$ cat config.mk
export PLATFORM = sky130hd
export DESIGN_NAME = ps2_key_decoder
export DESIGN_NICKNAME = d
export VERILOG_FILES = /design/src/rtl/ps2_pkg.sv /design/src/rtl/ps2_evt_fifo.sv /design/src/rtl/ps2_key_decoder.sv
export SDC_FILE = /design/constraint.sdc
export NUM_CORES = 1
export LEC_CHECK = 0
export ABC_AREA = 0
export CAP_MARGIN = 20
export CORE_MARGIN = 2
export CORE_UTILIZATION = 45
export DETAILED_ROUTE_END_ITERATION = 7
export SLEW_MARGIN = 10
export SYNTH_ARGS = -nofsm -noshare
export SYNTH_HDL_FRONTEND = slang
export SYNTH_HIERARCHICAL = 1
export SYNTH_SLANG_ARGS = --single-unit
$ cat constraint.sdc
create_clock -name clk -period 3.4 [get_ports clk]
set_input_delay 0.68 -clock clk [delete_from_list [all_inputs] [get_ports clk]]
set_output_delay 0.68 -clock clk [all_outputs]
set_load 0.01 [all_outputs]
$ cat src/rtl/ps2_pkg.sv
// ps2_pkg -- shared definitions for the PS/2 key decoder.
//   * scan-code constants for the prefix and modifier bytes
//   * decoder FSM state enum
//   * packed key-event struct stored in the event FIFO
//   * ps2_map(): scan code + modifiers -> {mapped, ascii[6:0]}
package ps2_pkg;

  localparam logic [7:0] SC_BREAK  = 8'hF0;
  localparam logic [7:0] SC_EXT    = 8'hE0;
  localparam logic [7:0] SC_LSHIFT = 8'h12;
  localparam logic [7:0] SC_RSHIFT = 8'h59;
  localparam logic [7:0] SC_CTRL   = 8'h14;
  localparam logic [7:0] SC_CAPS   = 8'h58;
  localparam logic [7:0] SC_DEL    = 8'h71;

  typedef enum logic [1:0] {
    READY,
    NEW_CODE,
    TRANSLATE,
    PUSH
  } ps2_state_t;

  typedef struct packed {
    logic [6:0] ascii;
    logic [7:0] scan;
    logic       brk;
    logic       e0;
  } key_evt_t;

  // Result bit 7 flags a mapped key; bits 6:0 are the ASCII code.
  // Priority: ctrl (letters only), then shift, then the base table.
  function automatic logic [7:0] ps2_map(input logic [7:0] scan,
                                         input logic       e0,
                                         input logic       shift,
                                         input logic       caps,
                                         input logic       ctrl);
    logic [6:0] lc;
    logic [6:0] lo;
    logic [6:0] hi;
    logic       hit;
    lc  = '0;
    lo  = '0;
    hi  = '0;
    hit = 1'b1;
    case (scan)
      8'h1C: lc = 7'h61;  8'h32: lc = 7'h62;  8'h21: lc = 7'h63;
      8'h23: lc = 7'h64;  8'h24: lc = 7'h65;  8'h2B: lc = 7'h66;
      8'h34: lc = 7'h67;  8'h33: lc = 7'h68;  8'h43: lc = 7'h69;
      8'h3B: lc = 7'h6A;  8'h42: lc = 7'h6B;  8'h4B: lc = 7'h6C;
      8'h3A: lc = 7'h6D;  8'h31: lc = 7'h6E;  8'h44: lc = 7'h6F;
      8'h4D: lc = 7'h70;  8'h15: lc = 7'h71;  8'h2D: lc = 7'h72;
      8'h1B: lc = 7'h73;  8'h2C: lc = 7'h74;  8'h3C: lc = 7'h75;
      8'h2A: lc = 7'h76;  8'h1D: lc = 7'h77;  8'h22: lc = 7'h78;
      8'h35: lc = 7'h79;  8'h1A: lc = 7'h7A;
      default: lc = '0;
    endcase
    case (scan)
      8'h29: {lo, hi} = {7'h20, 7'h20};
      8'h66: {lo, hi} = {7'h08, 7'h08};
      8'h0D: {lo, hi} = {7'h09, 7'h09};
      8'h5A: {lo, hi} = {7'h0D, 7'h0D};
      8'h76: {lo, hi} = {7'h1B, 7'h1B};
      8'h16: {lo, hi} = {7'h31, 7'h21};
      8'h1E: {lo, hi} = {7'h32, 7'h40};
      8'h26: {lo, hi} = {7'h33, 7'h23};
      8'h25: {lo, hi} = {7'h34, 7'h24};
      8'h2E: {lo, hi} = {7'h35, 7'h25};
      8'h36: {lo, hi} = {7'h36, 7'h5E};
      8'h3D: {lo, hi} = {7'h37, 7'h26};
      8'h3E: {lo, hi} = {7'h38, 7'h2A};
      8'h46: {lo, hi} = {7'h39, 7'h28};
      8'h45: {lo, hi} = {7'h30, 7'h29};
      8'h0E: {lo, hi} = {7'h60, 7'h7E};
      8'h4E: {lo, hi} = {7'h2D, 7'h5F};
      8'h55: {lo, hi} = {7'h3D, 7'h2B};
      8'h54: {lo, hi} = {7'h5B, 7'h7B};
      8'h5B: {lo, hi} = {7'h5D, 7'h7D};
      8'h5D: {lo, hi} = {7'h5C, 7'h7C};
      8'h4C: {lo, hi} = {7'h3B, 7'h3A};
      8'h52: {lo, hi} = {7'h27, 7'h22};
      8'h41: {lo, hi} = {7'h2C, 7'h3C};
      8'h49: {lo, hi} = {7'h2E, 7'h3E};
      8'h4A: {lo, hi} = {7'h2F, 7'h3F};
      default: hit = 1'b0;
    endcase
    if (e0) begin
      // Only the extended Delete key is mapped in the E0 page.
      ps2_map = (scan == SC_DEL) ? {1'b1, 7'h7F} : 8'h00;
    end else if (lc != '0) begin
      if (ctrl)
        ps2_map = {1'b1, lc - 7'h60};
      else if (caps ^ shift)
        ps2_map = {1'b1, lc - 7'h20};
      else
        ps2_map = {1'b1, lc};
    end else begin
      ps2_map = {hit, shift ? hi : lo};
    end
  endfunction

endpackage

$ cat src/rtl/ps2_evt_fifo.sv
// ps2_evt_fifo -- key-event FIFO with combinational head read.
//   clk, rst        : clock, synchronous active-high reset
//   push, wr_data   : write request and event
//   pop             : head consume request (ignored when empty)
//   rd_data         : head event, read straight from storage
//   count           : occupancy 0..DEPTH
//   ovf_clr         : clears overflow (a same-cycle new overflow wins)
//   overflow        : sticky, set when a push is dropped on a full FIFO
// DEPTH must be a power of two so pointers wrap naturally.
import ps2_pkg::*;

module ps2_evt_fifo #(
  parameter int unsigned DEPTH = 8,
  parameter type         T     = key_evt_t
) (
  input  logic                     clk,
  input  logic                     rst,
  input  logic                     push,
  input  T                         wr_data,
  input  logic                     pop,
  output T                         rd_data,
  output logic [$clog2(DEPTH):0]   count,
  input  logic                     ovf_clr,
  output logic                     overflow
);

  localparam int unsigned AW = $clog2(DEPTH);
  localparam logic [AW:0] FULL_CNT = (AW + 1)'(DEPTH);

  T               mem [DEPTH];
  logic [AW-1:0]  wr_ptr;
  logic [AW-1:0]  rd_ptr;
  logic           do_push;
  logic           do_pop;

  // A pop in the same cycle frees the slot the push lands in, so a
  // full FIFO still accepts the write.
  assign do_pop  = pop && (count != '0);
  assign do_push = push && ((count != FULL_CNT) || do_pop);
  assign rd_data = mem[rd_ptr];

  always_ff @(posedge clk) begin
    if (do_push)
      mem[wr_ptr] <= wr_data;
  end

  always_ff @(posedge clk) begin
    if (rst) begin
      wr_ptr   <= '0;
      rd_ptr   <= '0;
      count    <= '0;
      overflow <= 1'b0;
    end else begin
      if (do_push)
        wr_ptr <= wr_ptr + 1'b1;
      if (do_pop)
        rd_ptr <= rd_ptr + 1'b1;
      if (do_push && !do_pop)
        count <= count + 1'b1;
      else if (do_pop && !do_push)
        count <= count - 1'b1;
      if (push && !do_push)
        overflow <= 1'b1;
      else if (ovf_clr)
        overflow <= 1'b0;
    end
  end

endmodule

$ cat src/rtl/ps2_key_decoder.sv
// ps2_key_decoder -- turns PS/2 set-2 scan-code bytes into ASCII key events.
//   clk, rst        : clock, synchronous active-high reset
//   ps2_code        : received byte, taken on a rising edge of ps2_code_new
//   evt_valid/ready : head-event handshake
//   evt_ascii/scan/break/e0 : head event fields
//   caps_lock       : caps-lock toggle state
//   overflow        : sticky event-drop flag, cleared by overflow_clr
//   fifo_count      : event FIFO occupancy
// Parameters: FIFO_DEPTH (power of two, 2..64), TYPEMATIC_FILTER (1 drops
// auto-repeat makes of the held key).
// Build option: define PS2_BREAK_REPORT_EN to also push break events of
// mapped keys (evt_break=1); otherwise breaks only update state.
module ps2_key_decoder
  import ps2_pkg::*;
#(
  parameter int unsigned FIFO_DEPTH       = 8,
  parameter int unsigned TYPEMATIC_FILTER = 0
) (
  input  logic                          clk,
  input  logic                          rst,
  input  logic [7:0]                    ps2_code,
  input  logic                          ps2_code_new,
  output logic                          evt_valid,
  input  logic                          evt_ready,
  output logic [6:0]                    evt_ascii,
  output logic [7:0]                    evt_scan,
  output logic                          evt_break,
  output logic                          evt_e0,
  output logic                          caps_lock,
  output logic                          overflow,
  input  logic                          overflow_clr,
  output logic [$clog2(FIFO_DEPTH):0]   fifo_count
);

  ps2_state_t state;
  ps2_state_t state_nxt;

  logic       prev_new;
  logic       code_edge;
  logic [7:0] code_r;
  logic       break_pend;
  logic       e0_pend;
  logic       shift_l;
  logic       shift_r;
  logic       ctrl_l;
  logic       ctrl_r;
  logic       caps_r;
  logic       held_v;
  logic [7:0] held_scan;
  logic       held_e0;
  logic [7:0] map_res;
  logic       is_mod;
  logic       drop;
  logic       push_ok;
  key_evt_t   evt_r;
  key_evt_t   head;

  assign code_edge = ps2_code_new && !prev_new;
  assign is_mod    = code_r inside {SC_LSHIFT, SC_RSHIFT, SC_CTRL, SC_CAPS};
  assign map_res   = ps2_map(code_r, e0_pend, shift_l | shift_r, caps_r,
                             ctrl_l | ctrl_r);
  assign drop      = (TYPEMATIC_FILTER != 0) && !break_pend && held_v &&
                     (held_scan == code_r) && (held_e0 == e0_pend);

`ifdef PS2_BREAK_REPORT_EN
  assign push_ok = map_res[7] && !is_mod && !drop;
`else
  assign push_ok = map_res[7] && !is_mod && !drop && !break_pend;
`endif

  always_comb begin
    state_nxt = state;
    case (state)
      READY:     if (code_edge) state_nxt = NEW_CODE;
      NEW_CODE:  state_nxt = (code_r == SC_BREAK || code_r == SC_EXT) ? READY : TRANSLATE;
      TRANSLATE: state_nxt = push_ok ? PUSH : READY;
      PUSH:      state_nxt = READY;
      default:   state_nxt = READY;
    endcase
  end

  always_ff @(posedge clk) begin
    if (rst)
      state <= READY;
    else
      state <= state_nxt;
  end

  always_ff @(posedge clk) begin
    if (rst) begin
      // Treat the line as already high so a level held across reset
      // release is not mistaken for a new byte.
      prev_new   <= 1'b1;
      code_r     <= '0;
      break_pend <= 1'b0;
      e0_pend    <= 1'b0;
      shift_l    <= 1'b0;
      shift_r    <= 1'b0;
      ctrl_l     <= 1'b0;
      ctrl_r     <= 1'b0;
      caps_r     <= 1'b0;
      held_v     <= 1'b0;
      held_scan  <= '0;
      held_e0    <= 1'b0;
      evt_r      <= '0;
    end else begin
      prev_new <= ps2_code_new;
      case (state)
        READY: begin
          if (code_edge)
            code_r <= ps2_code;
        end
        NEW_CODE: begin
          if (code_r == SC_BREAK)
            break_pend <= 1'b1;
          if (code_r == SC_EXT)
            e0_pend <= 1'b1;
        end
        TRANSLATE: begin
          if (code_r == SC_LSHIFT)
            shift_l <= !break_pend;
          if (code_r == SC_RSHIFT)
            shift_r <= !break_pend;
          if (code_r == SC_CTRL) begin
            if (e0_pend)
              ctrl_r <= !break_pend;
            else
              ctrl_l <= !break_pend;
          end
          if (code_r == SC_CAPS && !break_pend && !drop)
            caps_r <= !caps_r;
          if (!break_pend) begin
            held_v    <= 1'b1;
            held_scan <= code_r;
            held_e0   <= e0_pend;
          end else if (held_v && held_scan == code_r && held_e0 == e0_pend) begin
            held_v <= 1'b0;
          end
          evt_r.ascii <= map_res[6:0];
          evt_r.scan  <= code_r;
          evt_r.e0    <= e0_pend;
`ifdef PS2_BREAK_REPORT_EN
          evt_r.brk   <= break_pend;
`else
          evt_r.brk   <= 1'b0;
`endif
          break_pend <= 1'b0;
          e0_pend    <= 1'b0;
        end
        default: ;
      endcase
    end
  end

  ps2_evt_fifo #(
    .DEPTH (FIFO_DEPTH),
    .T     (key_evt_t)
  ) u_fifo (
    .clk      (clk),
    .rst      (rst),
    .push     (state == PUSH),
    .wr_data  (evt_r),
    .pop      (evt_ready),
    .rd_data  (head),
    .count    (fifo_count),
    .ovf_clr  (overflow_clr),
    .overflow (overflow)
  );

  // Without break reporting every stored brk bit is written as 0, so
  // evt_break is constant low.
  assign evt_valid = (fifo_count != '0);
  assign evt_ascii = head.ascii;
  assign evt_scan  = head.scan;
  assign evt_break = head.brk;
  assign evt_e0    = head.e0;
  assign caps_lock = caps_r;

endmodule
==> flow_metrics.py, run 1 <==
metrics = {
    "power": {
        "finalPower_uw": 5600,
        "clkPwrFrac_pct": 34.1,
        "p_seq_share_pct": 45.8,
        "internal-power_uw": 4100,
        "ir_worst_vdd_uv": 351,
        "switching_share_pct": 26.7,
        "power_density_nw_per_um2": 522,
        "leakage_uw": 0.00350,
        "pwr-share-comb_pct": 20.1,
        "power.net_switching_uw": 1500,
    },
    "finish": {
        "design_area_um2": 10700,
        "nets": 817,
        "drive_above_1_share_pct": 17.8,
        "syn_to_final_growth_pct": 16.2,
        "antenna_cells": 0,
    },
    "global_route": {
        "grt_overflow": 0,
        "antenna_found_initial": 0,
        "grt_first_pass_wirelength_um": 35600,
        "grt_pass1_vias": 6372,
        "grtUsageTotal_pct": 21.3,
        "grt_max_degree": 45,
    },
    "detailed_routing": {
        "maxUsedRoutingLayer": "met4",
        "first_iter_violations": 512,
        "wire_per_inst_um": 20.8,
        "drc_errors": 0,
        "vias": 6316,
        "dr_wl_met2_um": 11100,
        "ant_nets": 0,
        "first_pass_iters": 5,
        "finalWirelength_um": 22300,
        "wl_met1_um": 9640,
        "wl_met3_um": 1100,
        "viasPerCell": 5.89,
    },
    "timing": {
        "skew_ns": 0.0175,
        "worst-slew-pin-transition_ns": 0.861,
        "grt_setup_unrepaired": "no",
        "setup_viol": 0,
        "max_freq_mhz": 321,
        "setup-tns-final_ns": 0,
        "hold_viol": 0,
        "finalCritPeriodShare_pct": 91.5,
        "layout_min_cycle_time_ns": 3.11,
        "drv_slew": 0,
        "setup_ws_ns": 0.290,
        "maxSlewHeadroom_pct": 42.5,
    },
    "run": {
        "maxCapViolCount": 0,
    },
    "clocking": {
        "cts_setup_buffers": 0,
        "postCtsResizedCells": 0,
        "cts_tree": "built",
        "cts_buffer_depth": 2,
        "cts_max_level": 4,
        "cts_sinks": 190,
        "clk_pin_slew_ns": 0.07,
        "clock_latency_ns": 0.43,
        "numCtsBuffers": 17,
        "clockRootBuffer": "clkbuf_16",
        "holdBufCountCts": 0,
    },
    "worst_setup_path": {
        "cp.required_ns": 2.72,
        "critPathBufInv": 2,
        "cp.arrival_ns": 2.43,
        "critPathMaxStageDelay_ns": 0.61,
        "startpoint_type": "register",
        "critPathSlowestCell": "mux4_1",
        "r2r_slack_ns": 0.58,
        "crit_type": "register to primary output",
        "crit_family": "multiplexers",
        "path_max_fanout": 34,
        "worstPathCellList": "buf_12 -> mux4_1 -> mux2_2 -> clkdlybuf4s50_1",
        "endpoint_kind": "primary output",
    },
    "synth": {
        "synth_ff_type": "edfxtp_1",
        "async_flop_share_pct": 0,
        "synth_area_per_cell_um2": 12.8,
        "synth_edf_count": 136,
        "synthesis.area_um2": 9230,
        "syn_inst": 720,
        "ys_ff_latch": 190,
        "synth.distinct_cells": 78,
        "synth_warnings": 6,
        "ys_seq_area_share_pct": 56.0,
    },
    "floorplan": {
        "io_pins": 37,
        "start_util_pct": 45.8,
        "core_area_um2": 20200,
        "die_h_um": 147,
        "chipWidth_um": 147,
        "floorplan.rows": 52,
        "fp.dieArea_um2": 21700,
    },
    "place": {
        "place_ws_ns": 0.0998,
        "hpwlAfterDp_um": 15200,
        "portBuffers": 36,
        "placed_cell_area_um2": 10200,
        "gp_routability_congestion": 0.913,
    },
    "run_status": {
        "status": "finished clean",
    },
    "worst_hold_path": {
        "hp-class": "register to register",
    },
}
## stage by stage
stage / util, % / hold WS, ns / cells
after floorplan: - / 0.469 / 727
after global placement: 50.3 / 0.486 / 1041
after detailed placement: 50.3 / 0.502 / 1041
after CTS: 53.2 / 0.513 / 1073
after global routing: 53.2 / 0.550 / 1073
final: 53.2 / 0.512 / 1073
## final cells by class
| cell class | count | area [um^2] |
|---|---|---|
| inverters | 13 | 48.8 |
| flip-flops and latches | 190 | 5170 |
| clock buffers | 17 | 425 |
| clock inverters | 15 | 148 |
| well taps | 270 | 338 |
| repair buffers | 91 | 781 |
| fillers | 1755 | 9440 |
| multi-input cells | 477 | 3820 |
## routing by layer
layer / vias up / GRT usage [%]
met5: - / 0
met1: 3119 / 28.1
met4: 0 / 7.93
li1: 2940 / -
met2: 223 / 35.7
met3: 34 / 3.45
## cells in the mapped netlist, types with 4 or more instances
master,n,share of area (%)
a21o_1,5,0.41
nand2_1,49,2.0
mux4_1,24,6.8
a221oi_1,4,0.38
or2_2,4,0.27
nor4_1,5,0.34
or3_1,6,0.41
nand3b_1,5,0.41
nor3b_1,4,0.33
o22ai_1,6,0.41
dfxtp_1,54,12
nand4_1,5,0.34
clkbuf_1,22,0.89
buf_1,6,0.24
nor3_1,18,0.98
nand3_1,12,0.65
xor2_1,9,0.85
o31ai_1,6,0.49
o21ai_0,15,0.81
edfxtp_1,136,44
o211ai_1,7,0.57
or4_1,5,0.41
mux2_2,23,2.8
o32ai_1,6,0.57
a31oi_1,10,0.68
nor2_1,71,2.9
mux2i_1,12,1.3
buf_6,5,0.61
inv_1,13,0.53
mux4_2,10,2.4
ha_1,13,1.8
a2111oi_1,4,0.43
a211oi_1,7,0.57
a21oi_1,28,1.5
buf_2,13,0.70
nor2b_1,11,0.75
a2111oi_0,4,0.38
nand2b_1,17,1.2
nor4b_1,5,0.47
## state kept, by name, summed over array words and instances (netlist names), 2 cells and up, named ones only
signal,count
u_fifo/count,4
u_fifo/rd_ptr,3
code_r,8
u_fifo/mem,136
u_fifo/wr_ptr,3
state,2
evt_r,16
## worst paths after layout
kind	start	to	depth (start not counted)
worst max-delay path	register	evt_ascii[0]	4
worst min register to register	u_fifo/wr_ptr[0]	u_fifo/wr_ptr[0]	2
worst min-delay path	u_fifo/wr_ptr[0]	u_fifo/wr_ptr[0]	2
worst max register to register	code_r[3]	evt_r[15]	7
## cells by family after synthesis
| logic type | share of synthesized area [%] |
|---|---|
| and+or+nand+nor | 13.9 |
| DFF | 56.0 |
| AOI/OAI and AO/OA | 10.5 |
| muxes | 13.4 |
| buffers and inverters | 3.06 |
| adders and majority gates | 1.98 |
| xor gates and xnor gates | 1.14 |
| other | 0.0406 |
## worst min-delay path: cells and delay by family, from the launching register on
kind             cells  cell delay (ns)
flip-flops           1             0.34
AND/OR/NAND/NOR      1             0.07
AO/OA/AOI/OAI        1             0.06
## cells in the final DEF (no fill, tap or decap), drive strengths merged, types with 4 or more instances in the layout
cell type	count
edfxtp	136
nor2	72
buf	56
dfxtp	54
nand2	49
clkdlybuf4s50	35
mux4	34
a21oi	29
mux2	23
inv	20
nor3	19
nand2b	17
clkbuf	17
o21ai	16
ha	13
mux2i	12
nand3	12
nor2b	11
a2111oi	11
a31oi	10
xor2	9
conb	8
o211ai	7
a211oi	7
o22ai	7
or3	7
clkinv	7
o31ai	6
o32ai	6
nor4b	6
nand3b	5
a21o	5
or4	5
nand4	5
nor4	5
nor3b	4
a221oi	4
or2	4
or4b	4
## power groups by stage
| stage | registers (uW) | clock network (uW) | logic (uW) |
|---|---|---|---|
| after floorplan | 2600 | 0 | 783 |
| after global placement | 2620 | 0 | 1130 |
| after detailed placement | 2620 | 0 | 1140 |
| after CTS | 2570 | 1960 | 1140 |
| after global routing | 2570 | 2030 | 1210 |
| final | 2570 | 1910 | 1120 |
(Power assumes the default switching activity.)
==> inputs of run 2 (changes only) <==
--- a/config.mk
+++ b/config.mk
@@ -10,7 +10,6 @@
 export CORE_MARGIN = 2
 export CORE_UTILIZATION = 45
 export DETAILED_ROUTE_END_ITERATION = 7
-export SLEW_MARGIN = 10
 export SYNTH_ARGS = -nofsm -noshare
 export SYNTH_HDL_FRONTEND = slang
 export SYNTH_HIERARCHICAL = 1
==> results of run 2 <==
Final layout, timing and power as in run 1 (identical DEF).
